$ cat config.mk
export PLATFORM = sky130hd
export DESIGN_NAME = fp_addsub_seq
export DESIGN_NICKNAME = d
export VERILOG_FILES = /design/src/rtl/fp_pkg.sv /design/src/rtl/fp_unpack.sv /design/src/rtl/fp_addsub_seq.sv
export SDC_FILE = /design/constraint.sdc
export NUM_CORES = 1
export LEC_CHECK = 0
export BUFFER_PORTS_ARGS = -buffer_cell sky130_fd_sc_hd__buf_2
export CORE_ASPECT_RATIO = 0.6
export CORE_MARGIN = 2
export CORE_UTILIZATION = 55
export CTS_CLUSTER_DIAMETER = 80
export DETAILED_ROUTE_END_ITERATION = 7
export GPL_TIMING_DRIVEN = 1
export PLACE_DENSITY = 0.82
export SYNTH_ARGS = -nofsm -noshare
export SYNTH_HDL_FRONTEND = slang
export SYNTH_HIERARCHICAL = 1
export SYNTH_SLANG_ARGS = --single-unit
$ cat constraint.sdc
create_clock -name clk -period 6.7 [get_ports clk]
set_input_delay 0.67 -clock clk [delete_from_list [all_inputs] [get_ports clk]]
set_output_delay 0.67 -clock clk [all_outputs]
set_load 0.05 [all_outputs]
$ cat src/rtl/fp_pkg.sv
// Shared definitions for the sequential floating-point adder/subtractor.
// Holds the FSM state type, the flag-bit positions and width-generic IEEE helpers.
// The helpers work on a 64-bit carrier so they serve any EXP_W/MAN_W that fits in it.
package fp_pkg;

   typedef enum logic [2:0] {
      S_IDLE,
      S_UNPACK,
      S_ALIGN,
      S_ADD,
      S_NORM,
      S_ROUND,
      S_DONE
   } state_e;

   // Bit positions inside flags = {invalid, overflow, inexact}
   localparam int FLAG_INVALID  = 2;
   localparam int FLAG_OVERFLOW = 1;
   localparam int FLAG_INEXACT  = 0;

   function automatic logic fp_sign(input logic [63:0] w, input int ew, input int mw);
      return w[ew+mw];
   endfunction

   function automatic logic [63:0] fp_exp(input logic [63:0] w, input int ew, input int mw);
      return (w >> mw) & ((64'd1 << ew) - 64'd1);
   endfunction

   function automatic logic [63:0] fp_man(input logic [63:0] w, input int mw);
      return w & ((64'd1 << mw) - 64'd1);
   endfunction

   // Canonical quiet NaN: sign 0, exponent all ones, only the top fraction bit set
   function automatic logic [63:0] fp_qnan(input int ew, input int mw);
      return (((64'd1 << ew) - 64'd1) << mw) | (64'd1 << (mw - 1));
   endfunction

endpackage

$ cat src/rtl/fp_unpack.sv
// Combinational classifier for one IEEE operand.
// Ports: word_i (packed operand) -> sign_o, is_nan_o, is_inf_o, is_zero_o, is_sub_o,
//        hidden_o (implicit leading bit), eff_exp_o (subnormals read as exponent 1), frac_o.
module fp_unpack
   import fp_pkg::*;
#(
   parameter int EXP_W = 8,
   parameter int MAN_W = 23,
   localparam int W = 1 + EXP_W + MAN_W
) (
   input  logic [W-1:0]     word_i,
   output logic             sign_o,
   output logic             is_nan_o,
   output logic             is_inf_o,
   output logic             is_zero_o,
   output logic             is_sub_o,
   output logic             hidden_o,
   output logic [EXP_W-1:0] eff_exp_o,
   output logic [MAN_W-1:0] frac_o
);

   logic [EXP_W-1:0] exp_f;
   logic             exp_max;
   logic             exp_min;
   logic             frac_nz;

   assign exp_f   = EXP_W'(fp_exp(64'(word_i), EXP_W, MAN_W));
   assign frac_o  = MAN_W'(fp_man(64'(word_i), MAN_W));
   assign sign_o  = fp_sign(64'(word_i), EXP_W, MAN_W);

   assign exp_max = &exp_f;
   assign exp_min = ~|exp_f;
   assign frac_nz = |frac_o;

   assign is_nan_o  = exp_max & frac_nz;
   assign is_inf_o  = exp_max & ~frac_nz;
   assign is_zero_o = exp_min & ~frac_nz;
   assign is_sub_o  = exp_min & frac_nz;
   assign hidden_o  = ~exp_min;
   // Subnormals share the scale of exponent 1; only the hidden bit differs
   assign eff_exp_o = exp_min ? EXP_W'(1) : exp_f;

endmodule

$ cat src/rtl/fp_addsub_seq.sv
// Multi-cycle IEEE-754 add/subtract with RNE rounding, subnormals and exception flags.
// Ports: clk, rst_n; in_valid/in_ready + op_sub, a, b (operand side);
//        out_valid/out_ready + result, flags {invalid, overflow, inexact} (result side).
module fp_addsub_seq
   import fp_pkg::*;
#(
   parameter int EXP_W = 8,
   parameter int MAN_W = 23,
   localparam int W = 1 + EXP_W + MAN_W
) (
   input  logic         clk,
   input  logic         rst_n,
   input  logic         in_valid,
   output logic         in_ready,
   input  logic         op_sub,
   input  logic [W-1:0] a,
   input  logic [W-1:0] b,
   output logic         out_valid,
   input  logic         out_ready,
   output logic [W-1:0] result,
   output logic [2:0]   flags
);

   // Datapath mantissa: hidden, fraction, guard, round, sticky
   localparam int MW  = MAN_W + 4;
   localparam int EW2 = EXP_W + 2;
   localparam logic [W-1:0]           QNAN     = W'(fp_qnan(EXP_W, MAN_W));
   localparam logic signed [EW2-1:0]  E_ONE    = EW2'(1);
   localparam logic signed [EW2-1:0]  E_MAX    = EW2'((1 << EXP_W) - 1);
   localparam logic signed [EW2-1:0]  COLLAPSE = EW2'(MAN_W + 3);

   state_e                state_q;
   logic [W-1:0]          a_q, b_q, result_q;
   logic [2:0]            flags_q;
   logic                  in_ready_q, out_valid_q;
   logic                  sx_q, sy_q, s_q;
   logic signed [EW2-1:0] ex_q, ey_q, e_q;
   logic [MW-1:0]         mx_q, my_q;
   logic [MW:0]           m_q;

   // Operand classification
   logic             ua_s, ua_nan, ua_inf, ua_zero, ua_sub, ua_hid;
   logic             ub_s, ub_nan, ub_inf, ub_zero, ub_sub, ub_hid;
   logic [EXP_W-1:0] ua_exp, ub_exp;
   logic [MAN_W-1:0] ua_frac, ub_frac;

   fp_unpack #(.EXP_W(EXP_W), .MAN_W(MAN_W)) u_unpack_a (
      .word_i(a_q), .sign_o(ua_s), .is_nan_o(ua_nan), .is_inf_o(ua_inf), .is_zero_o(ua_zero),
      .is_sub_o(ua_sub), .hidden_o(ua_hid), .eff_exp_o(ua_exp), .frac_o(ua_frac));

   fp_unpack #(.EXP_W(EXP_W), .MAN_W(MAN_W)) u_unpack_b (
      .word_i(b_q), .sign_o(ub_s), .is_nan_o(ub_nan), .is_inf_o(ub_inf), .is_zero_o(ub_zero),
      .is_sub_o(ub_sub), .hidden_o(ub_hid), .eff_exp_o(ub_exp), .frac_o(ub_frac));

   logic          spec_hit, spec_inv, swap;
   logic [W-1:0]  spec_res;
   logic [MW-1:0] ma, mb;
   logic signed [EW2-1:0] diff;

   // Special operands bypass the arithmetic path entirely
   always_comb begin
      spec_hit = ua_nan | ub_nan | ua_inf | ub_inf | ua_zero | ub_zero;
      spec_res = '0;
      spec_inv = 1'b0;
      if (ua_nan | ub_nan) begin
         spec_res = QNAN;
      end else if (ua_inf & ub_inf) begin
         spec_res = (ua_s != ub_s) ? QNAN : a_q;
         spec_inv = (ua_s != ub_s);
      end else if (ua_inf) begin
         spec_res = a_q;
      end else if (ub_inf) begin
         spec_res = b_q;
      end else if (ua_zero & ub_zero) begin
         spec_res = {ua_s & ub_s, {(W-1){1'b0}}};
      end else if (ua_zero) begin
         spec_res = b_q;
      end else begin
         spec_res = a_q;
      end
   end

   // Hidden bit is redundant with is_sub for finite non-zero operands; both gate it for clarity
   assign ma   = {ua_hid & ~ua_sub, ua_frac, 3'b000};
   assign mb   = {ub_hid & ~ub_sub, ub_frac, 3'b000};
   assign swap = ub_exp > ua_exp;
   assign diff = ex_q - ey_q;

   logic [MW:0] add_sum;
   logic        add_sign, add_zero;

   always_comb begin
      add_sign = sx_q;
      if (sx_q == sy_q) begin
         add_sum = {1'b0, mx_q} + {1'b0, my_q};
      end else if (mx_q >= my_q) begin
         add_sum = {1'b0, mx_q - my_q};
      end else begin
         add_sum  = {1'b0, my_q - mx_q};
         add_sign = sy_q;
      end
      add_zero = (add_sum == '0);
   end

   logic                  rnd_inc, rnd_inexact;
   logic [MAN_W+1:0]      rnd_sum;
   logic signed [EW2-1:0] rnd_e;
   logic [W-1:0]          rnd_res;
   logic [2:0]            rnd_flags;

   always_comb begin
      rnd_inexact = m_q[2] | m_q[1] | m_q[0];
      rnd_inc     = m_q[2] & (m_q[1] | m_q[0] | m_q[3]);
      rnd_sum     = {1'b0, m_q[MW-1:3]} + {{(MAN_W+1){1'b0}}, rnd_inc};
      // Mantissa carry leaves a zero fraction, so only the exponent needs bumping
      rnd_e       = e_q + {{(EW2-1){1'b0}}, rnd_sum[MAN_W+1]};
      rnd_flags   = '0;
      rnd_flags[FLAG_INEXACT] = rnd_inexact;
      if (rnd_e >= E_MAX) begin
         rnd_res = {s_q, {EXP_W{1'b1}}, {MAN_W{1'b0}}};
         rnd_flags[FLAG_OVERFLOW] = 1'b1;
         rnd_flags[FLAG_INEXACT]  = 1'b1;
      end else begin
         // No leading one after rounding means the value is subnormal: stored exponent 0
         rnd_res = {s_q,
                    (rnd_sum[MAN_W+1] | rnd_sum[MAN_W]) ? rnd_e[EXP_W-1:0] : {EXP_W{1'b0}},
                    rnd_sum[MAN_W-1:0]};
      end
   end

   always_ff @(posedge clk or negedge rst_n) begin
      if (!rst_n) begin
         state_q     <= S_IDLE;
         in_ready_q  <= 1'b1;
         out_valid_q <= 1'b0;
         result_q    <= '0;
         flags_q     <= '0;
         a_q         <= '0;
         b_q         <= '0;
         sx_q        <= 1'b0;
         sy_q        <= 1'b0;
         s_q         <= 1'b0;
         ex_q        <= '0;
         ey_q        <= '0;
         e_q         <= '0;
         mx_q        <= '0;
         my_q        <= '0;
         m_q         <= '0;
      end else begin
         case (state_q)
            S_IDLE: begin
               if (in_valid) begin
                  a_q        <= a;
                  b_q        <= {b[W-1] ^ op_sub, b[W-2:0]};
                  in_ready_q <= 1'b0;
                  state_q    <= S_UNPACK;
               end
            end
            S_UNPACK: begin
               if (spec_hit) begin
                  result_q    <= spec_res;
                  flags_q     <= {spec_inv, 2'b00};
                  out_valid_q <= 1'b1;
                  state_q     <= S_DONE;
               end else begin
                  // x always holds the larger exponent so only y is ever shifted
                  sx_q    <= swap ? ub_s : ua_s;
                  sy_q    <= swap ? ua_s : ub_s;
                  ex_q    <= EW2'(swap ? ub_exp : ua_exp);
                  ey_q    <= EW2'(swap ? ua_exp : ub_exp);
                  mx_q    <= swap ? mb : ma;
                  my_q    <= swap ? ma : mb;
                  state_q <= S_ALIGN;
               end
            end
            S_ALIGN: begin
               if (diff == '0) begin
                  state_q <= S_ADD;
               end else if (diff > COLLAPSE) begin
                  my_q <= {{(MW-1){1'b0}}, |my_q};
                  ey_q <= ex_q;
               end else begin
                  my_q <= {1'b0, my_q[MW-1:2], |my_q[1:0]};
                  ey_q <= ey_q + E_ONE;
               end
            end
            S_ADD: begin
               if (add_zero) begin
                  result_q    <= '0;
                  flags_q     <= '0;
                  out_valid_q <= 1'b1;
                  state_q     <= S_DONE;
               end else begin
                  m_q     <= add_sum;
                  s_q     <= add_sign;
                  e_q     <= ex_q;
                  state_q <= S_NORM;
               end
            end
            S_NORM: begin
               if (m_q[MW]) begin
                  m_q     <= {1'b0, m_q[MW:2], |m_q[1:0]};
                  e_q     <= e_q + E_ONE;
                  state_q <= S_ROUND;
               end else if (!m_q[MW-1] && (e_q > E_ONE)) begin
                  m_q <= {m_q[MW-1:0], 1'b0};
                  e_q <= e_q - E_ONE;
               end else begin
                  state_q <= S_ROUND;
               end
            end
            S_ROUND: begin
               result_q    <= rnd_res;
               flags_q     <= rnd_flags;
               out_valid_q <= 1'b1;
               state_q     <= S_DONE;
            end
            S_DONE: begin
               if (out_ready) begin
                  out_valid_q <= 1'b0;
                  in_ready_q  <= 1'b1;
                  state_q     <= S_IDLE;
               end
            end
            default: state_q <= S_IDLE;
         endcase
      end
   end

   assign in_ready  = in_ready_q;
   assign out_valid = out_valid_q;
   assign result    = result_q;
   assign flags     = flags_q;

endmodule

==> impl_metrics.py <==
metrics = {
    "clocking": {
        "cts_root_buffer": "clkbuf_16",
        "clkTransAtPathRegs_ns": 0.07,
        "cts.sinks": 214,
        "cts_buffers": 22,
        "htree_levels": 1,
        "cts_setup_buffers": 0,
        "ctsResizeCount": 0,
        "tritoncts": "yes",
        "cts_hold_buf": 0,
        "clkLatencyLatePin_ns": 0.54,
        "cts_buffer_depth": 3,
    },
    "floorplanning": {
        "rows": 49,
        "die-height_um": 140,
        "core_area_mm2": 0.0301,
        "pin_count": 106,
        "die_area_mm2": 0.0322,
        "initial_core_util": 0.561,
        "die_x_um": 230,
    },
    "setup_path": {
        "endpoint_kind": "flop",
        "required_ns": 7.11,
        "rrSetupSlack_ns": 0.98,
        "ff2ff_path_depth": 16,
        "crit_type": "flop to flop",
        "cp-start-kind": "flop",
        "path_max_fanout": 24,
        "cp.arrival_ns": 6.13,
        "reg2reg_to": "m_q[21]",
        "rr_startpoint": "my_q[3]",
    },
    "logic_synthesis": {
        "netlist_area_mm2": 0.0169,
        "syn_avg_cell_area_um2": 8.44,
        "synthArstFlopShare": 1.00,
        "synth_edf_count": 0,
        "syn-num-nets": 2171,
        "synthXorXnorAreaFrac": 0.0337,
        "synth_top_family_by_area": "compound AO/OA/AOI/OAI gates",
        "ys_seq_elements": 214,
        "yosys.cell_types.count": 79,
        "synth_fa_ha_area_frac": 0.0754,
        "ys_warn_count": 6,
        "syn_inst": 2002,
        "synth_compound_area_frac": 0.230,
        "synth-simple-area-share": 0.176,
        "synth_flop_cell": "dfrtp_1",
        "ys_seq_area_frac": 0.317,
        "synth_mux_area_frac": 0.0889,
    },
    "drt": {
        "routedWlPerCell_um": 26.2,
        "drt_first_iter_violations": 2962,
        "vias": 16600,
        "drc": 0,
        "post_drt_via_cell_ratio": 6.91,
        "drtPass1Iterations": 8,
        "wirelength_um": 63000,
        "antenna_left": 0,
    },
    "timing": {
        "fin_crit_ns": 5.72,
        "skew_ns": 0.0193,
        "fin_crit_sh": 0.854,
        "finalSetupViolCount": 0,
        "tns_ns": 0,
        "worst_pin_slew_ns": 1.19,
        "max_freq_mhz": 175,
        "relSlewSlack": 0.199,
        "slew_viol_final": 0,
        "hold_violations": 0,
        "rsz0062_at_grt": "false",
    },
    "outcome": {
        "status": "finished, final reports clean",
    },
    "hold_path": {
        "hp-class": "primary input to asynchronous set/reset pin",
    },
    "final_layout": {
        "finalCoreUtilization": 0.604,
        "n_antenna_cell": 0,
        "area_delta_synth_final_pct": 7.51,
        "nets": 2152,
        "drive_above_1_share": 0.155,
    },
    "global_routing": {
        "antenna_found_initial": 1,
        "grt_max_degree": 86,
        "use_met1": 0.591,
        "grt_usage": 0.383,
        "grt-busiest-layer": "met1",
        "use_met3": 0.152,
        "grt_pass1_wl_um": 93800,
        "grt_pass1_vias": 15100,
        "gr-total-overflow": 0,
        "grtUsageMet2": 0.497,
    },
    "place": {
        "port_buffers": 105,
        "hpwl_um": 48000,
        "gp_congestion": 1.03,
    },
    "flow_run": {
        "cap_viol_max_count": 0,
    },
}
[cells in the mapped netlist (6+ instances only)]
cell,n,area (um^2)
dfrtp_1,213,5330
nand2_1,156,586
a21oi_1,149,746
o21ai_0,130,651
nor2_1,127,477
clkbuf_1,118,443
inv_1,115,432
ha_1,97,1210
mux2_2,93,1050
nor3_1,75,375
nand3_1,63,315
xnor2_1,50,438
buf_4,48,360
a221oi_1,42,368
mux2i_1,41,410
a211oi_1,33,248
nand4_1,30,188
o31ai_1,27,203
a31oi_1,26,163
nor4_1,26,163
a22oi_1,22,165
a21o_1,21,158
o211ai_1,19,143
and3_1,17,106
a22o_1,16,140
nor2b_1,15,93.8
xor2_1,15,131
o21a_1,13,97.6
and2_1,11,68.8
o21bai_1,11,82.6
or3_1,11,68.8
buf_2,10,50.1
nand2b_1,10,62.6
o22ai_1,10,62.6
and4_1,9,78.8
buf_1,9,33.8
a2111oi_0,8,70.1
a221o_1,7,70.1
a222oi_1,7,70.1
o2111ai_1,7,61.3
or2_2,7,43.8
or4_1,6,45.0
[area by class of cell]
cell class                      count  area [um^2]
Timing Repair Buffer              143          832
Tap cell                          408          510
Fill cell                        2566        11900
Sequential cell                   214         5360
Multi-Input combinational cell   1487        10300
Clock inverter                     12          176
Inverter                          115          432
Clock buffer                       26          586
[flip-flops by register name, indices dropped and copies added, names as in the netlist]
name and cells:
in_ready 1, state_q 3, mx_q 24, ex_q 8, result 32, ey_q 10, a_q 32, my_q 27
sx_q 1, flags 3, b_q 32, sy_q 1, e_q 10, m_q 28, s_q 1, out_valid 1
[cell usage in the layout, fill, tap and decap left out, types with 11 or more instances in the layout]
master	netlist	routed
or3_1	11	11
o21a_1	13	13
and3_1	17	17
nor3_1	75	73
xnor2_1	50	49
xor2_1	15	14
nand3_1	63	63
a21o_1	21	21
buf_4	48	37
nand2_1	156	155
nor2b_1	15	14
a22oi_1	22	22
ha_1	97	97
o211ai_1	19	19
a31oi_1	26	26
o21ai_0	130	130
nor4_1	26	26
a22o_1	16	16
nand4_1	30	30
clkbuf_16	0	22
dfrtp_1	213	213
a21oi_1	149	148
mux2i_1	41	41
nor2_1	127	126
and2_1	11	11
o31ai_1	27	27
o21bai_1	11	11
a221oi_1	42	42
a211oi_1	33	33
buf_2	10	104
mux2_2	93	93
inv_1	115	115
[worst max path at each step]
stage,start,endpoint,slack (ns)
after floorplan,my_q[3],m_q[22],1.65
after global placement,my_q[10],flags[0],1.20
after detailed placement,my_q[3],m_q[21],1.18
after CTS,my_q[3],m_q[21],1.12
after global routing,mx_q[13],m_q[21],0.67
final,my_q[3],m_q[21],0.98
[metrics by stage]
step           hold WS, ns  std cells  area [um^2]  setup WS (ns)
5_1_grt              0.136       2405        18200          0.665
6_report            0.0991       2405        18200          0.981
3_3_place_gp         0.467       2367        17400           1.20
3_5_place_dp         0.476       2367        17400           1.18
2_1_floorplan        0.374       2002        16900           1.65
4_1_cts              0.135       2405        18200           1.12
[per-layer routing]
metal	up-vias	wire, um	share of wire
met5	-	80	0.0013
met3	108	10400	0.17
met4	2	1300	0.021
li1	7262	-	-
met2	1266	23600	0.37
met1	7973	27600	0.44
[critical path, cell delays in order, from the launching register on]
cell and delay [ns]:
dfrtp_1 0.40, inv_1 0.11, ha_1 0.39, or4b_4 0.53, a2111oi_4 0.47, o311ai_1 0.22, nand3_1 0.16, buf_4 0.24
nor3_1 0.10, a2111oi_0 0.78, a211oi_1 0.28, nor3_1 0.24, nand4_1 0.21, or4_1 0.59, a21oi_2 0.19, buf_4 0.31
mux2_1 0.37
[cells by family after synthesis]
family                     after synthesis
adders and majority gates              100
muxes                                  138
buffers and inverters                  301
xor gates and xnor gates                65
DFF                                    214
AOI/OAI and AO/OA                      591
and+or+nand+nor                        593
Power is left out: the tool's default activity adds up to more than one toggle a clock period on the data nets, which glitch-free logic cannot reach.
